### src/rtl/add_share_pkg.sv
// Shared types and helpers for the adder-sharing arbiter.
package add_share_pkg;

  localparam int unsigned ADD_W = 22;

  typedef enum logic {
    ST_OPEN = 1'b0,
    ST_LOCK = 1'b1
  } state_t;

  // Requester ID width; a single requester still gets a 1-bit ID.
  function automatic int unsigned id_width(input int unsigned n);
    return (n < 2) ? 1 : 32'($clog2(n));
  endfunction

endpackage

### src/rtl/PPA_Brent_Kung_22bit.sv
// 22-bit Brent-Kung parallel-prefix adder with carry-in and carry-out.
module PPA_Brent_Kung_22bit (
  input  logic [21:0] a,
  input  logic [21:0] b,
  input  logic        cin,
  output logic [21:0] sum,
  output logic        cout
);

  localparam int unsigned N  = 22;
  localparam int unsigned NP = 32;

  logic [NP-1:0] w_g;
  logic [NP-1:0] w_p;
  logic [N-1:0]  w_h;

  // Prefix tree padded to a power of two so the down-sweep reaches every bit.
  always_comb begin
    w_g    = NP'(a & b);
    w_p    = NP'(a ^ b);
    w_g[0] = w_g[0] | (w_p[0] & cin);
    for (int k = 0; k < 5; k++) begin
      for (int i = (2 << k) - 1; i < NP; i += (2 << k)) begin
        w_g[i] = w_g[i] | (w_p[i] & w_g[i - (1 << k)]);
        w_p[i] = w_p[i] & w_p[i - (1 << k)];
      end
    end
    for (int k = 3; k >= 0; k--) begin
      for (int i = 3 * (1 << k) - 1; i < NP; i += (2 << k)) begin
        w_g[i] = w_g[i] | (w_p[i] & w_g[i - (1 << k)]);
        w_p[i] = w_p[i] & w_p[i - (1 << k)];
      end
    end
  end

  assign w_h  = a ^ b;
  assign sum  = w_h ^ {w_g[N-2:0], cin};
  assign cout = w_g[N-1];

endmodule

### src/rtl/rr_pick.sv
// Combinational round-robin picker: first set request at or after ptr, cyclically.
module rr_pick #(
  parameter int unsigned NREQ = 4,
  parameter int unsigned IDW  = 2
) (
  input  logic [NREQ-1:0] req,
  input  logic [IDW-1:0]  ptr,
  output logic [NREQ-1:0] grant,
  output logic [IDW-1:0]  idx,
  output logic            any
);

  always_comb begin
    logic [IDW-1:0] v_j;
    grant = '0;
    idx   = '0;
    any   = 1'b0;
    v_j   = '0;
    for (int k = 0; k < NREQ; k++) begin
      v_j = IDW'((32'(ptr) + 32'(k)) % NREQ);
      if (!any && req[v_j]) begin
        any        = 1'b1;
        idx        = v_j;
        grant[v_j] = 1'b1;
      end
    end
  end

endmodule

### src/rtl/add_share_arbiter.sv
// Round-robin sharing of one 22-bit prefix adder among NREQ requesters,
// with carry-chained multi-beat locking and a single registered response.
module add_share_arbiter
  import add_share_pkg::*;
#(
  parameter int unsigned WIDTH = ADD_W,
  parameter int unsigned NREQ  = 4,
  parameter int unsigned IDW   = id_width(NREQ)
) (
  input  logic                  clk,
  input  logic                  rst_n,
  input  logic [NREQ-1:0]       req_valid,
  output logic [NREQ-1:0]       req_ready,
  input  logic [NREQ*WIDTH-1:0] req_a,
  input  logic [NREQ*WIDTH-1:0] req_b,
  input  logic [NREQ-1:0]       req_cin,
  input  logic [NREQ-1:0]       req_sub,
  input  logic [NREQ-1:0]       req_chain,
  output logic                  rsp_valid,
  input  logic                  rsp_ready,
  output logic [WIDTH-1:0]      rsp_sum,
  output logic                  rsp_cout,
  output logic                  rsp_ovf,
  output logic [IDW-1:0]        rsp_id,
  output logic                  rsp_last
);

  state_t           r_state;
  logic [IDW-1:0]   r_rr_ptr;
  logic [IDW-1:0]   r_lock_id;
  logic             r_carry_q;

  logic             r_rsp_valid;
  logic [WIDTH-1:0] r_rsp_sum;
  logic             r_rsp_cout;
  logic             r_rsp_ovf;
  logic [IDW-1:0]   r_rsp_id;
  logic             r_rsp_last;

  logic             w_out_free;
  logic [NREQ-1:0]  w_pick_grant;
  logic [IDW-1:0]   w_pick_idx;
  logic             w_pick_any;
  logic [NREQ-1:0]  w_lock_oh;
  logic [NREQ-1:0]  w_grant;
  logic [IDW-1:0]   w_gidx;
  logic             w_fire;
  logic [IDW-1:0]   w_ptr_nxt;

  logic [WIDTH-1:0] w_a;
  logic [WIDTH-1:0] w_b;
  logic             w_cin;
  logic             w_sub;
  logic             w_chain;
  logic [WIDTH-1:0] w_b_eff;
  logic             w_cin_eff;
  logic [WIDTH-1:0] w_sum;
  logic             w_cout;
  logic             w_ovf;

  rr_pick #(
    .NREQ (NREQ),
    .IDW  (IDW)
  ) u_rr_pick (
    .req   (req_valid),
    .ptr   (r_rr_ptr),
    .grant (w_pick_grant),
    .idx   (w_pick_idx),
    .any   (w_pick_any)
  );

  always_comb begin
    w_lock_oh = '0;
    for (int i = 0; i < NREQ; i++) begin
      w_lock_oh[i] = (r_lock_id == IDW'(i));
    end
  end

  // A locked requester owns the adder whether or not it is currently valid.
  assign w_out_free = !r_rsp_valid || rsp_ready;
  assign w_grant    = (r_state == ST_LOCK) ? w_lock_oh : w_pick_grant;
  assign w_gidx     = (r_state == ST_LOCK) ? r_lock_id : w_pick_idx;
  assign req_ready  = w_grant & {NREQ{w_out_free}};
  assign w_fire     = w_out_free &&
                      ((r_state == ST_LOCK) ? |(req_valid & w_lock_oh) : w_pick_any);
  assign w_ptr_nxt  = (w_gidx == IDW'(NREQ - 1)) ? '0 : w_gidx + IDW'(1);

  // Operand mux from the granted requester's slice.
  always_comb begin
    w_a     = '0;
    w_b     = '0;
    w_cin   = 1'b0;
    w_sub   = 1'b0;
    w_chain = 1'b0;
    for (int i = 0; i < NREQ; i++) begin
      if (w_grant[i]) begin
        w_a     = req_a[i*WIDTH +: WIDTH];
        w_b     = req_b[i*WIDTH +: WIDTH];
        w_cin   = req_cin[i];
        w_sub   = req_sub[i];
        w_chain = req_chain[i];
      end
    end
  end

  assign w_b_eff   = w_sub ? ~w_b : w_b;
  assign w_cin_eff = (r_state == ST_LOCK) ? r_carry_q : (w_sub | w_cin);
  assign w_ovf     = (w_a[WIDTH-1] == w_b_eff[WIDTH-1]) && (w_sum[WIDTH-1] != w_a[WIDTH-1]);

  PPA_Brent_Kung_22bit u_adder (
    .a    (w_a),
    .b    (w_b_eff),
    .cin  (w_cin_eff),
    .sum  (w_sum),
    .cout (w_cout)
  );

  // Lock FSM and response register.
  always_ff @(posedge clk or negedge rst_n) begin
    if (!rst_n) begin
      r_state     <= ST_OPEN;
      r_rr_ptr    <= '0;
      r_lock_id   <= '0;
      r_carry_q   <= 1'b0;
      r_rsp_valid <= 1'b0;
      r_rsp_sum   <= '0;
      r_rsp_cout  <= 1'b0;
      r_rsp_ovf   <= 1'b0;
      r_rsp_id    <= '0;
      r_rsp_last  <= 1'b0;
    end else begin
      if (w_fire) begin
        r_rsp_valid <= 1'b1;
        r_rsp_sum   <= w_sum;
        r_rsp_cout  <= w_cout;
        r_rsp_ovf   <= w_ovf;
        r_rsp_id    <= w_gidx;
        r_rsp_last  <= !w_chain;
      end else if (rsp_ready) begin
        r_rsp_valid <= 1'b0;
      end

      if (w_fire) begin
        case (r_state)
          ST_OPEN: begin
            if (w_chain) begin
              r_state   <= ST_LOCK;
              r_lock_id <= w_gidx;
              r_carry_q <= w_cout;
            end else begin
              r_rr_ptr  <= w_ptr_nxt;
              r_carry_q <= 1'b0;
            end
          end
          ST_LOCK: begin
            if (w_chain) begin
              r_carry_q <= w_cout;
            end else begin
              r_state   <= ST_OPEN;
              r_rr_ptr  <= w_ptr_nxt;
              r_carry_q <= 1'b0;
            end
          end
          default: r_state <= ST_OPEN;
        endcase
      end
    end
  end

  assign rsp_valid = r_rsp_valid;
  assign rsp_sum   = r_rsp_sum;
  assign rsp_cout  = r_rsp_cout;
  assign rsp_ovf   = r_rsp_ovf;
  assign rsp_id    = r_rsp_id;
  assign rsp_last  = r_rsp_last;

endmodule

### config.mk
export PLATFORM = sky130hd
export DESIGN_NAME = add_share_arbiter
export DESIGN_NICKNAME = d
export VERILOG_FILES = /design/src/rtl/add_share_pkg.sv /design/src/rtl/PPA_Brent_Kung_22bit.sv /design/src/rtl/rr_pick.sv /design/src/rtl/add_share_arbiter.sv
export SDC_FILE = /design/constraint.sdc
export NUM_CORES = 1
export LEC_CHECK = 0
export BUFFER_PORTS_ARGS = -buffer_cell sky130_fd_sc_hd__buf_4
export CELL_PAD_IN_SITES_DETAIL_PLACEMENT = 0
export CELL_PAD_IN_SITES_GLOBAL_PLACEMENT = 1
export CORE_MARGIN = 3
export CORE_UTILIZATION = 32
export DETAILED_ROUTE_END_ITERATION = 10
export GPL_TIMING_DRIVEN = 1
export PLACE_DENSITY = 0.93
export SLEW_MARGIN = 10
export SYNTH_ARGS = -nofsm -noshare
export SYNTH_HDL_FRONTEND = slang
export SYNTH_HIERARCHICAL = 1
export SYNTH_SLANG_ARGS = --single-unit
### constraint.sdc
create_clock -name clk -period 7.66 [get_ports clk]
set_input_delay 0.766 -clock clk [delete_from_list [all_inputs] [get_ports clk]]
set_output_delay 0.766 -clock clk [all_outputs]
set_load 0.05 [all_outputs]
==> impl_metrics.tcl, run 1 <==
set metrics [dict create \
    core_mm2 0.0135 \
    hold_class "primary input to async pin" \
    ys_types 62 \
    synth_warnings 6 \
    synthMuxAreaShare_pct 5.77 \
    n_antenna_cell 0 \
    synth_top_flop_cell "dfrtp_1" \
    die_h_um 125 \
    yosys.area.top_type "dfrtp_1" \
    synth_seq_cells 34 \
    synth_compound_area_share_pct 28.7 \
    vias 5144 \
    cts_inserted_buffers 5 \
    vias_per_cell 5.28 \
    crit_arrival_ns 6.92 \
    ios 227 \
    hold_viol_final 0 \
    synth-xor-area-share_pct 6.21 \
    final_nets 1029 \
    clk_latency_ns 0.28 \
    grt_pass1_wl_um 27100 \
    first_global_vias 5071 \
    synthTopCellsByArea "dfrtp_1 19%, nand2_1 9.4%, ha_1 6.9%, o21ai_0 6.3%, fa_1 5.3%" \
    syn_area_mm2 0.00451 \
    cp.required_ns 7.82 \
    drtPass1Iterations 5 \
    dieArea_mm2 0.0156 \
    synthAdderAreaFrac_pct 12.3 \
    grt_max_degree 45 \
    finalWirelength_um 17400 \
    cts_root_buffer "clkbuf_16" \
    portBuffers 226 \
    place_area_mm2 0.00634 \
    worst_pin_slew_ns 0.967 \
    rows 42 \
    outcome "finished clean" \
    cp_max_fo 22 \
    cts_setup_buffers 0 \
    start_util_pct 33.4 \
    htree_levels 2 \
    syn-num-nets 829 \
    drc 0 \
    synth_edf_count 0 \
    n_fill_cell 1375 \
    synthSimpleGateAreaFrac_pct 21.1 \
    antenna_found_initial 1 \
    gr-total-overflow 0 \
    critical_path_class "flip-flop to flip-flop" \
    setup_viol 0 \
    fin_area_mm2 0.00650 \
    postSynthAreaPerCell_um2 7.56 \
    dp_hpwl_um 14400 \
    cts_max_path_buffers 2 \
    syn-instance-count 597 \
    drive_gt1_share_pct 33.0 \
    max_cap_violations 0 \
    fin_skew_ns 0.00904 \
    avgRoutedWirePerCell_um 17.9 \
    worstSetupEndpointType "flip-flop" \
    final_util_pct 48.1 \
    die_w_um 125 \
    slew_viol_final 0 \
    synth_top_family_by_area "compound AO/OA/AOI/OAI gates" \
    cts_resized 0 \
    clock_sinks 34 \
    fmax_mhz 148 \
    critPathLaunchType "flip-flop" \
    rsz0062_at_grt "false" \
    drtAntennaViolNets 0 \
    setup-tns-final_ns 0 \
    grtUsageTotal_pct 21.4 \
    area_growth_pct 44.2 \
    min_period_ns 6.75 \
    place_congestion 0.950 \
    clk_pin_slew_worst_paths_ns 0.06 \
    stdcell_count 974 \
    synth_top_area_share_pct 18.9 \
    drt-initial-drc-count 320 \
    yosysSeqAreaShare_pct 18.9 \
    dp_cells 966 \
    post-route-period-util_pct 88.2 \
    relSlewSlack_pct 35.6 \
    ctsHoldBuffers 0 \
    ys_async_sr_fraction_pct 100 \
    cts_tree "yes" \
]
[Yosys cell counts (all sizes together), types with 3 or more instances]
library cell,instances
o21ai,62
a221oi,23
a22oi,8
fa,12
nand3,4
and2,3
nand2,114
clkbuf,20
a211oi,5
ha,25
nor2,38
o211ai,7
mux4,5
inv,32
a32oi,3
xor2,5
nand2b,8
nor2b,5
a21boi,5
buf,21
xnor2,27
a221o,21
nor3,25
nand4,3
mux2i,5
nand3b,4
o22ai,3
dfrtp,34
a21oi,39
mux2,8
[final timing paths]
kind	end	slack, ns	depth (start not counted)	start
min in group clk	rsp_last$_DFFE_PN0P_	0.47	2	rsp_last$_DFFE_PN0P_
hold reg to reg	rsp_last$_DFFE_PN0P_	0.47	2	rsp_last$_DFFE_PN0P_
hold / removal	rsp_sum[5]$_DFFE_PN0P_	0.43	1	rst_n
max in group asynchronous	rsp_sum[18]$_DFFE_PN0P_	6.92	1	rst_n
setup reg to reg	rsp_ovf$_DFFE_PN0P_	0.91	25	r_rr_ptr[0]$_DFFE_PN0P_
setup / recovery	rsp_ovf$_DFFE_PN0P_	0.91	25	r_rr_ptr[0]$_DFFE_PN0P_
[critical path: stages (launching register included)]
cell and delay, ns:
dfrtp_1 0.64, inv_1 0.16, ha_1 0.38, mux4_2 0.45
and2b_2 0.31, a22oi_1 0.07, o21ai_0 0.53, inv_1 0.21
o21ai_4 0.48, nand2_1 0.17, nand2_1 0.11, buf_4 0.31
xnor2_1 0.12, inv_1 0.08, fa_1 0.17, inv_1 0.06
fa_1 0.42, a211oi_2 0.26, o211ai_2 0.17, a311oi_1 0.24
o21ai_1 0.13, fa_1 0.39, xor2_1 0.24, nor2_1 0.07
and4b_1 0.21, a211o_1 0.26
[cell type report]
cell class	count	area [µm²]	share of cell area [%]
sequential	34	851	13.1
clock buffer	6	129	1.98
inverter	32	120	1.85
clock inverter	2	37.5	0.577
timing repair buffer	234	1770	27.2
multi-input combinational	490	3380	51.9
tap	176	220	3.39
[per-layer routing]
layer	GRT usage [%]	up-vias	share of wire [%]
met5	0	-	0.11
li1	-	2553	-
met4	4.06	2	1.5
met1	30.1	2363	45
met3	3.56	24	7.3
met2	34.9	202	46
[cell families (layout without fill, tap and decap cells)]
kind of cell | after synthesis | in the layout
and+or+nand+nor | 212 | 212
AOI/OAI and AO/OA | 191 | 191
buffers and inverters | 73 | 274
adders and majority gates | 37 | 37
DFF | 34 | 34
xor gates and xnor gates | 32 | 32
muxes | 18 | 18
[placed cells by master, fill, tap and decap left out, drive strengths merged, types with 23 or more instances in the layout]
master	count
ha	25
inv	32
buf	234
nor2	38
xnor2	27
nor3	25
a21oi	39
nand2	114
dfrtp	34
o21ai	62
a221oi	23
[metrics by stage]
stage | setup slack (ns) | hold WS [ns]
final | 0.906 | 0.427
after floorplan | 1.93 | 0.470
after detailed placement | 0.979 | 0.467
after global routing | 0.312 | 0.464
after CTS | 0.958 | 0.443
after global placement | 1.11 | 0.460
[sequential cells by signal, indices dropped and copies added, names as in the netlist]
name,cells
rsp_id,2
rsp_cout,1
rsp_ovf,1
r_carry_q,1
r_rr_ptr,2
rsp_valid,1
r_state,1
rsp_sum,22
rsp_last,1
r_lock_id,2
Power of run 1 is not shown: default switching activity piles up to over one toggle a cycle in this logic, so the estimate is an artifact.
==> inputs of run 2 (changes only) <==
--- a/config.mk
+++ b/config.mk
@@ -6,13 +6,11 @@
 export NUM_CORES = 1
 export LEC_CHECK = 0
 export BUFFER_PORTS_ARGS = -buffer_cell sky130_fd_sc_hd__buf_4
-export CELL_PAD_IN_SITES_DETAIL_PLACEMENT = 0
-export CELL_PAD_IN_SITES_GLOBAL_PLACEMENT = 1
 export CORE_MARGIN = 3
-export CORE_UTILIZATION = 32
+export CORE_UTILIZATION = 47
 export DETAILED_ROUTE_END_ITERATION = 10
 export GPL_TIMING_DRIVEN = 1
-export PLACE_DENSITY = 0.93
+export PLACE_DENSITY = 0.94
 export SLEW_MARGIN = 10
 export SYNTH_ARGS = -nofsm -noshare
 export SYNTH_HDL_FRONTEND = slang
==> impl_metrics.tcl, run 2 (same netlist as run 1, synthesis figures left out) <==
set metrics [dict create \
    clock_sinks 34 \
    grt_max_degree 53 \
    finalWirelength_um 16900 \
    cp_top_family "compound AO/OA/AOI/OAI gates" \
    stdcell_count 926 \
    core_mm2 0.00928 \
    cts_root_buffer "clkbuf_8" \
    avgRoutedWirePerCell_um 18.3 \
    vias 5411 \
    worstSetupEndpointType "flip-flop" \
    worst_pin_slew_ns 0.968 \
    vias_per_cell 5.84 \
    critical_path_class "flip-flop to flip-flop" \
    cts_setup_buffers 0 \
    dp_hpwl_um 13900 \
    fin_skew_ns 0.00181 \
    outcome "finished clean" \
    fmax_mhz 143 \
    cts_tree "yes" \
    slew_viol_final 0 \
    grt_pass1_wl_um 26100 \
    critPathLaunchType "flip-flop" \
    die_w_um 104 \
    antenna_found_initial 0 \
    crit_slowest_cell "mux2_2" \
    multi_input_area_mm2 0.00338 \
    gr-total-overflow 0 \
    drtAntennaViolNets 0 \
    cp_max_fo 44 \
    dp_cells 918 \
    crit_chain "inv_1 > ha_1 > mux4_2 > and2b_2 > a22oi_1 > o21ai_0 > mux2_2 > a221oi_1 > nor3_1 > a21oi_1 > xnor2_1 > inv_1 > fa_1 > inv_1 > fa_1 > a211oi_2 > o211ai_2 > a311oi_1 > o21ai_1 > fa_1 > xor2_1 > nor2_1 > and4b_1 > a211o_1" \
    area_growth_pct 40.8 \
    cts_resized 0 \
    crit_buf_inv 3 \
    first_global_vias 5093 \
    crit_arrival_ns 7.17 \
    hold_class "primary input to async pin" \
    ios 227 \
    largest_register_ffs 22 \
    place_congestion 0.941 \
    n_antenna_cell 0 \
    cts_inserted_buffers 5 \
    start_util_pct 48.6 \
    grtUsageTotal_pct 29.7 \
    drc 0 \
    die_h_um 104 \
    rows 35 \
    min_period_ns 7.00 \
    ctsHoldBuffers 0 \
    setup-tns-final_ns 0 \
    rsz0062_at_grt "false" \
    post-route-period-util_pct 91.4 \
    drtPass1Iterations 5 \
    clk_pin_slew_worst_paths_ns 0.07 \
    drt-initial-drc-count 472 \
    max_cap_violations 0 \
    cp.required_ns 7.83 \
    portBuffers 226 \
    relSlewSlack_pct 35.5 \
    hold_viol_final 0 \
    regArea_um2 851 \
    cts_max_path_buffers 2 \
    setup_viol 0 \
    clk_latency_ns 0.29 \
    final_nets 1028 \
    drive_gt1_share_pct 33.0 \
    cp_slowest_stage_delay_ns 0.89 \
    hold_ws_ns 0.408 \
    final_common_cell "buf_4" \
    htree_levels 2 \
    n_fill_cell 805 \
    final_cell_mix "233 x buf_4, 113 x nand2_1, 57 x o21ai_0" \
    dieArea_mm2 0.0108 \
]
[run 2: area by class of cell]
class | instances | area share [%]
Timing Repair Buffer | 233 | 27.5
Sequential cell | 34 | 13.4
Clock buffer | 6 | 1.30
Tap cell | 129 | 2.54
Inverter | 32 | 1.89
Multi-Input combinational cell | 490 | 53.1
Clock inverter | 2 | 0.197
[run 2: routing by layer]
metal  part of all wire, %  up-vias  track usage, %  routed length [µm]
li1                      -     2549               -                   -
met1                    42     2520            40.8                7100
met2                    47      303            46.9                7950
met3                   8.4       39            5.52                1430
met4                   2.8        0            10.4                 470
met5                     0        -               0                   0
[run 2: worst paths after layout]
kind	slack [ns]	startpoint	depth (start not counted)	end
setup / recovery	0.66	r_rr_ptr[0]$_DFFE_PN0P_	24	rsp_ovf$_DFFE_PN0P_
hold / removal	0.41	rst_n	1	rsp_sum[5]$_DFFE_PN0P_
setup reg to reg	0.66	r_rr_ptr[0]$_DFFE_PN0P_	24	rsp_ovf$_DFFE_PN0P_
hold reg to reg	0.48	rsp_sum[14]$_DFFE_PN0P_	2	rsp_sum[14]$_DFFE_PN0P_
max in group asynchronous	6.95	rst_n	1	rsp_id[1]$_DFFE_PN0P_
min in group clk	0.48	rsp_sum[14]$_DFFE_PN0P_	2	rsp_sum[14]$_DFFE_PN0P_
[run 2: metrics by stage]
step           area [µm²]  util, %  worst slack, ns
4_1_cts              6350     68.4            0.764
6_report             6350     68.4            0.658
2_1_floorplan        4510        -             1.93
3_3_place_gp         6260     67.4             1.01
3_5_place_dp         6260     67.4            0.786
5_1_grt              6350     68.4            0.135
Power of run 2 is left out for the same reason.
